$ cat config.mk
export PLATFORM = sky130hd
export DESIGN_NAME = branch_resolve_bht
export DESIGN_NICKNAME = d
export VERILOG_FILES = /design/src/rtl/branch_resolve_bht.sv
export SDC_FILE = /design/constraint.sdc
export NUM_CORES = 1
export LEC_CHECK = 0
export ABC_AREA = 0
export BUFFER_PORTS_ARGS = -buffer_cell sky130_fd_sc_hd__buf_2
export CORE_UTILIZATION = 28
export CTS_CLUSTER_DIAMETER = 100
export DETAILED_ROUTE_END_ITERATION = 6
export PLACE_DENSITY = 0.43
export SLEW_MARGIN = 30
export SYNTH_ARGS = -nofsm -noshare
export SYNTH_HDL_FRONTEND = slang
export SYNTH_SLANG_ARGS = --single-unit
$ cat constraint.sdc
create_clock -name clk -period 2.3 [get_ports clk]
set_input_delay 0 -clock clk [delete_from_list [all_inputs] [get_ports clk]]
set_output_delay 0 -clock clk [all_outputs]
set_load 0.01 [all_outputs]
$ cat src/rtl/branch_resolve_bht.sv
// branch_resolve_bht
// EX-stage jump/branch resolution with a PC-indexed table of 2-bit saturating
// counters. Fetch reads the table for a taken/not-taken guess. EX compares the
// guess carried with the instruction against the real outcome, then drives
// flush and the PC-mux select, trains the counter and counts branch mispredicts.
module branch_resolve_bht #(
  parameter int XLEN      = 32,
  parameter int BHT_DEPTH = 64,
  parameter int STAT_W    = 16
) (
  input  logic              clk,
  input  logic              rst,
  input  logic [XLEN-1:0]   if_pc,
  input  logic              if_is_branch,
  output logic              if_pred_taken,
  input  logic              ex_valid,
  input  logic [XLEN-1:0]   ex_pc,
  input  logic [1:0]        j_type,
  input  logic [2:0]        branch_t,
  input  logic              ex_pred_taken,
  input  logic              zero,
  input  logic              sign_bit,
  input  logic              borrow,
  output logic              flush,
  output logic [1:0]        pc_sel,
  output logic [STAT_W-1:0] mispred_cnt
);

  localparam int IDX_W = $clog2(BHT_DEPTH);

  localparam logic [1:0] J_NONE   = 2'b00;
  localparam logic [1:0] J_JAL    = 2'b01;
  localparam logic [1:0] J_JALR   = 2'b10;
  localparam logic [1:0] J_BRANCH = 2'b11;

  localparam logic [1:0] SEL_SEQ    = 2'b00;
  localparam logic [1:0] SEL_BRANCH = 2'b01;
  localparam logic [1:0] SEL_JUMP   = 2'b10;
  localparam logic [1:0] SEL_PC4    = 2'b11;

  localparam logic [1:0]        CTR_INIT = 2'b01;
  localparam logic [STAT_W-1:0] CNT_MAX  = {STAT_W{1'b1}};

  // One saturating step of a 2-bit counter: towards 11 when up, else towards 00.
  function automatic logic [1:0] sat_step(input logic [1:0] ctr, input logic up);
    logic [1:0] res;
    if (up) begin
      res = (ctr == 2'b11) ? ctr : ctr + 2'b01;
    end else begin
      res = (ctr == 2'b00) ? ctr : ctr - 2'b01;
    end
    return res;
  endfunction

  logic [1:0]        r_bht [BHT_DEPTH];
  logic [STAT_W-1:0] r_mispred_cnt;

  logic [IDX_W-1:0]  w_if_idx;
  logic [IDX_W-1:0]  w_ex_idx;
  logic              w_legal_f3;
  logic              w_taken;
  logic              w_train;
  logic              w_br_mispred;
  logic              w_unused;

  // Word-aligned PCs: bits [1:0] never select an entry.
  assign w_if_idx = if_pc[IDX_W+1:2];
  assign w_ex_idx = ex_pc[IDX_W+1:2];
  assign w_unused = ^{if_pc[XLEN-1:IDX_W+2], if_pc[1:0], ex_pc[XLEN-1:IDX_W+2], ex_pc[1:0]};

  // The fetch-side read sees the table as it stands before this edge's training.
  assign if_pred_taken = ~rst & if_is_branch & r_bht[w_if_idx][1];
  assign mispred_cnt   = r_mispred_cnt;

  // Decode funct3 into the real branch outcome; the two reserved codes fall through as not-taken.
  always_comb begin
    w_legal_f3 = 1'b0;
    w_taken    = 1'b0;
    case (branch_t)
      3'b000:  begin w_legal_f3 = 1'b1; w_taken = zero;      end
      3'b001:  begin w_legal_f3 = 1'b1; w_taken = ~zero;     end
      3'b100:  begin w_legal_f3 = 1'b1; w_taken = sign_bit;  end
      3'b101:  begin w_legal_f3 = 1'b1; w_taken = ~sign_bit; end
      3'b110:  begin w_legal_f3 = 1'b1; w_taken = borrow;    end
      3'b111:  begin w_legal_f3 = 1'b1; w_taken = ~borrow;   end
      default: begin w_legal_f3 = 1'b0; w_taken = 1'b0;      end
    endcase
  end

  // Pick flush / PC source, and decide whether to train and count this cycle.
  always_comb begin
    flush        = 1'b0;
    pc_sel       = SEL_SEQ;
    w_train      = 1'b0;
    w_br_mispred = 1'b0;
    if (rst || !ex_valid) begin
      flush  = 1'b0;
      pc_sel = SEL_SEQ;
    end else begin
      case (j_type)
        J_JAL, J_JALR: begin
          flush  = 1'b1;
          pc_sel = SEL_JUMP;
        end
        J_BRANCH: begin
          w_train = w_legal_f3;
          if (w_taken && !ex_pred_taken) begin
            flush        = 1'b1;
            pc_sel       = SEL_BRANCH;
            w_br_mispred = w_legal_f3;
          end else if (!w_taken && ex_pred_taken) begin
            flush        = 1'b1;
            pc_sel       = SEL_PC4;
            w_br_mispred = w_legal_f3;
          end else begin
            flush  = 1'b0;
            pc_sel = SEL_SEQ;
          end
        end
        J_NONE: begin
          flush  = 1'b0;
          pc_sel = SEL_SEQ;
        end
        default: begin
          flush  = 1'b0;
          pc_sel = SEL_SEQ;
        end
      endcase
    end
  end

  // Counter table: bulk re-init to weak not-taken on reset, otherwise train the EX entry.
  always_ff @(posedge clk) begin
    if (rst) begin
      for (int i = 0; i < BHT_DEPTH; i++) begin
        r_bht[i] <= CTR_INIT;
      end
    end else if (w_train) begin
      r_bht[w_ex_idx] <= sat_step(r_bht[w_ex_idx], w_taken);
    end
  end

  // Saturating count of conditional-branch mispredicts (jump flushes are not mispredicts).
  always_ff @(posedge clk) begin
    if (rst) begin
      r_mispred_cnt <= {STAT_W{1'b0}};
    end else if (w_br_mispred && (r_mispred_cnt != CNT_MAX)) begin
      r_mispred_cnt <= r_mispred_cnt + STAT_W'(1);
    end
  end

endmodule

==> impl_metrics.env <==
export IMPL_outcome="complete, but fails checks"
export IMPL_failed_checks="setup timing"
export IMPL_hold_class="input pin to register"
export IMPL_finalMaxSlewViolations=0
export IMPL_rr_worst_depth=9
export IMPL_h_tree_depth=4
export IMPL_multi_input_area_sq_um=4164
export IMPL_ant_nets=0
export IMPL_maxSlewHeadroom_pct=41.40
export IMPL_critPathLaunchType="register"
export IMPL_hold_violations=0
export IMPL_synth_distinct_cells=62
export IMPL_die_w_um=174.1
export IMPL_nets=992
export IMPL_avgSynthCellArea_sq_um=11.21
export IMPL_dr_pass1_iters=5
export IMPL_drtIter0Drc=622
export IMPL_grt_pass1_wl_mm=45.39
export IMPL_hpwl_mm=19.67
export IMPL_grt_overflow=0
export IMPL_antenna_found_initial=0
export IMPL_postLayoutCoreUtil_pct=40.40
export IMPL_clk_latency_ps=440
export IMPL_postCtsHoldBufs=0
export IMPL_gp_congestion=0.8711
export IMPL_wirelength_mm=31.00
export IMPL_syn_inst=740
export IMPL_ys_flop_type="edfxtp_1"
export IMPL_dieArea_sq_um=30320
export IMPL_core_area_sq_um=28940
export IMPL_min_path_cells=5
export IMPL_crit_arrival_ps=2980
export IMPL_grtUsageTotal_pct=20.35
export IMPL_peakVddDrop_v=0.0005184
export IMPL_vias=7046
export IMPL_ctsRootBufferMaster="clkbuf_16"
export IMPL_rsz0062_at_grt="true"
export IMPL_n_fill_cell=2731
export IMPL_period_share_pct=121.6
export IMPL_ys_warn_count=0
export IMPL_synthToLayoutAreaGrowth_pct=40.88
export IMPL_register_area_sq_um=4164
export IMPL_critPathKind="register to register"
export IMPL_crit_path_end_kind="register"
export IMPL_start_util_pct=28.67
export IMPL_netlist_area_sq_um=8297
export IMPL_synth_edff_count=128
export IMPL_layout_setup_ws_ps=-496.0
export IMPL_cts_buffer_depth=2
export IMPL_cts_made_buffers=17
export IMPL_syn_nets=820
export IMPL_tightest_slew_ps=879.0
export IMPL_diodes=0
export IMPL_die_h_um=174.1
export IMPL_power_density_nw_per_um2=659.1
export IMPL_grt_max_degree=83
export IMPL_avgRoutedWirePerCell_um=23.68
export IMPL_row_count=62
export IMPL_drt_drc_violations_left=0
export IMPL_synthArstFlopShare_pct=0
export IMPL_clk_transition_reported_paths_ps=70
export IMPL_required_ps=2490
export IMPL_path_max_fanout=6
export IMPL_maxCapViolations=0
export IMPL_hold_slack_ps=267.2
export IMPL_setup_viol=129
export IMPL_clock_sinks=144
export IMPL_clock_skew_ps=12.37
export IMPL_viasPerCell=5.383
export IMPL_leakage_nw=4.200
export IMPL_synth_seq_cells=144
export IMPL_port_buffers=44
export IMPL_post_route_min_period_ps=2796
export IMPL_fmax_mhz=357.7
export IMPL_ys_seq_area_share_pct=50.19
export IMPL_io_pin_count=97
export IMPL_grt_pass1_vias=7152
export IMPL_cts_tree="yes"
export IMPL_drive_gt1_share_pct=45.08
==> critical path, stage by stage, from the launching register on <==
cell	delay (ps)
edfxtp_1	370
mux4_2	530
a32oi_4	230
o21ai_2	120
or4_4	460
o31ai_4	330
buf_12	170
buf_12	120
clkbuf_16	160
a21boi_2	50
==> placed cells by master (no fill, tap or decap), types with 18 or more instances in the layout <==
cell,n
buf_12,27
nand2b_1,41
edfxtp_1,128
buf_2,44
buf_4,102
mux2i_1,28
mux4_2,28
o21bai_1,31
a21oi_2,34
a21boi_2,23
nor2_1,59
o21ai_2,32
buf_6,18
clkbuf_16,22
or2_2,33
nand2_1,54
==> where the power goes <==
part	switching [mW]	internal, mW
sequential	0.0374	2.89
combinational	1.02	0.973
clock	1.27	1.51
total	2.34	5.37
==> sequential cells by signal (all words and copies together), names as in the netlist <==
| register | count |
|---|---|
| mispred_cnt | 16 |
| r_bht | 128 |
==> synth_stat cells, types with 3 or more instances <==
library cell    n  share of area [%]
a21boi_0        4               0.36
a21boi_1       20                1.8
a21boi_2        8                1.1
a21oi_1        42                2.5
a21oi_2         3               0.32
a221oi_1        9               0.95
a31oi_1         4               0.30
and2_1          4               0.30
and3_1          5               0.38
and3b_1         3               0.32
buf_2          15               0.90
buf_4           4               0.36
buf_6           9                1.2
clkbuf_1       31                1.4
dfxtp_1        16                3.9
edfxtp_1      128                 46
ha_1            3               0.45
inv_1          12               0.54
mux2i_1        30                3.6
mux4_2         28                7.6
nand2_1        54                2.4
nand2b_1       41                3.1
nand3_1        12               0.72
nand3b_1        4               0.36
nand4_1         6               0.45
nor2_1         60                2.7
nor3_1          3               0.18
o21ai_0        50                3.0
o21bai_1       32                2.9
o22a_1          5               0.53
o22ai_1         7               0.53
or2_2          34                2.6
or3_1           6               0.45
xnor2_1         6               0.63
xor2_1          6               0.63
==> logic make-up (layout without fill, tap and decap cells) <==
| logic type | after synthesis | after routing | share of synthesized area [%] |
|---|---|---|---|
| and+or+nand+nor | 244 | 244 | 15.16 |
| AOI/OAI and AO/OA | 205 | 205 | 16.97 |
| DFF | 144 | 144 | 50.19 |
| buffers and inverters | 72 | 257 | 4.479 |
| muxes | 60 | 60 | 11.49 |
| xor gates and xnor gates | 12 | 12 | 1.267 |
| adders and majority gates | 3 | 3 | 0.4525 |
==> routing by layer <==
metal / global-route usage (%) / vias to the layer above / wire [um]
met2: 32.90 / 244 / 14910
met3: 3.543 / 44 / 1600
met1: 27.60 / 3639 / 13810
met5: 0 / - / 0
met4: 6.469 / 0 / 677
li1: - / 3119 / -
==> cell type report <==
type | instances | area share, %
Timing Repair Buffer | 213 | 19.25
Multi-Input combinational cell | 524 | 35.62
Clock inverter | 14 | 1.156
Inverter | 12 | 0.3854
Tap cell | 384 | 4.110
Clock buffer | 18 | 3.854
Sequential cell | 144 | 35.62
==> final timing paths <==
path | start | slack (ps) | endpoint
worst max-delay path | r_bht[31][0]$_SDFFCE_PN1P_ | -500 | r_bht[15][1]$_SDFFCE_PN0P_
worst min register to register | mispred_cnt[15]$_SDFFE_PP0P_ | 510 | mispred_cnt[15]$_SDFFE_PP0P_
worst max register to register | r_bht[31][0]$_SDFFCE_PN1P_ | -500 | r_bht[15][1]$_SDFFCE_PN0P_
worst min-delay path | ex_pc[5] | 270 | r_bht[31][0]$_SDFFCE_PN1P_
==> timing repair <==
| item | in CTS | in global routing |
|---|---|---|
| endpoints found under the setup margin | 129 | 129 |
| gates cloned | 17 | 6 |
| setup buffers | 31 | 12 |
| pin swaps | 33 | 41 |
| gates resized for setup | 139 | 51 |
==> stage by stage <==
stage          setup slack [ps]  power (mW)  instances  TNS, ps  instance area (sq um)
2_1_floorplan            -142.1       3.572        740    -8485                   8369
3_3_place_gp             -574.6       4.101       1231   -68440                   9869
3_5_place_dp             -611.9       4.110       1231   -69260                   9869
4_1_cts                  -507.1       7.693       1310   -49220                  11580
5_1_grt                  -550.0       7.915       1309   -61530                  11690
6_report                 -496.0       7.704       1309   -53540                  11690
(Power assumes the default switching activity.)
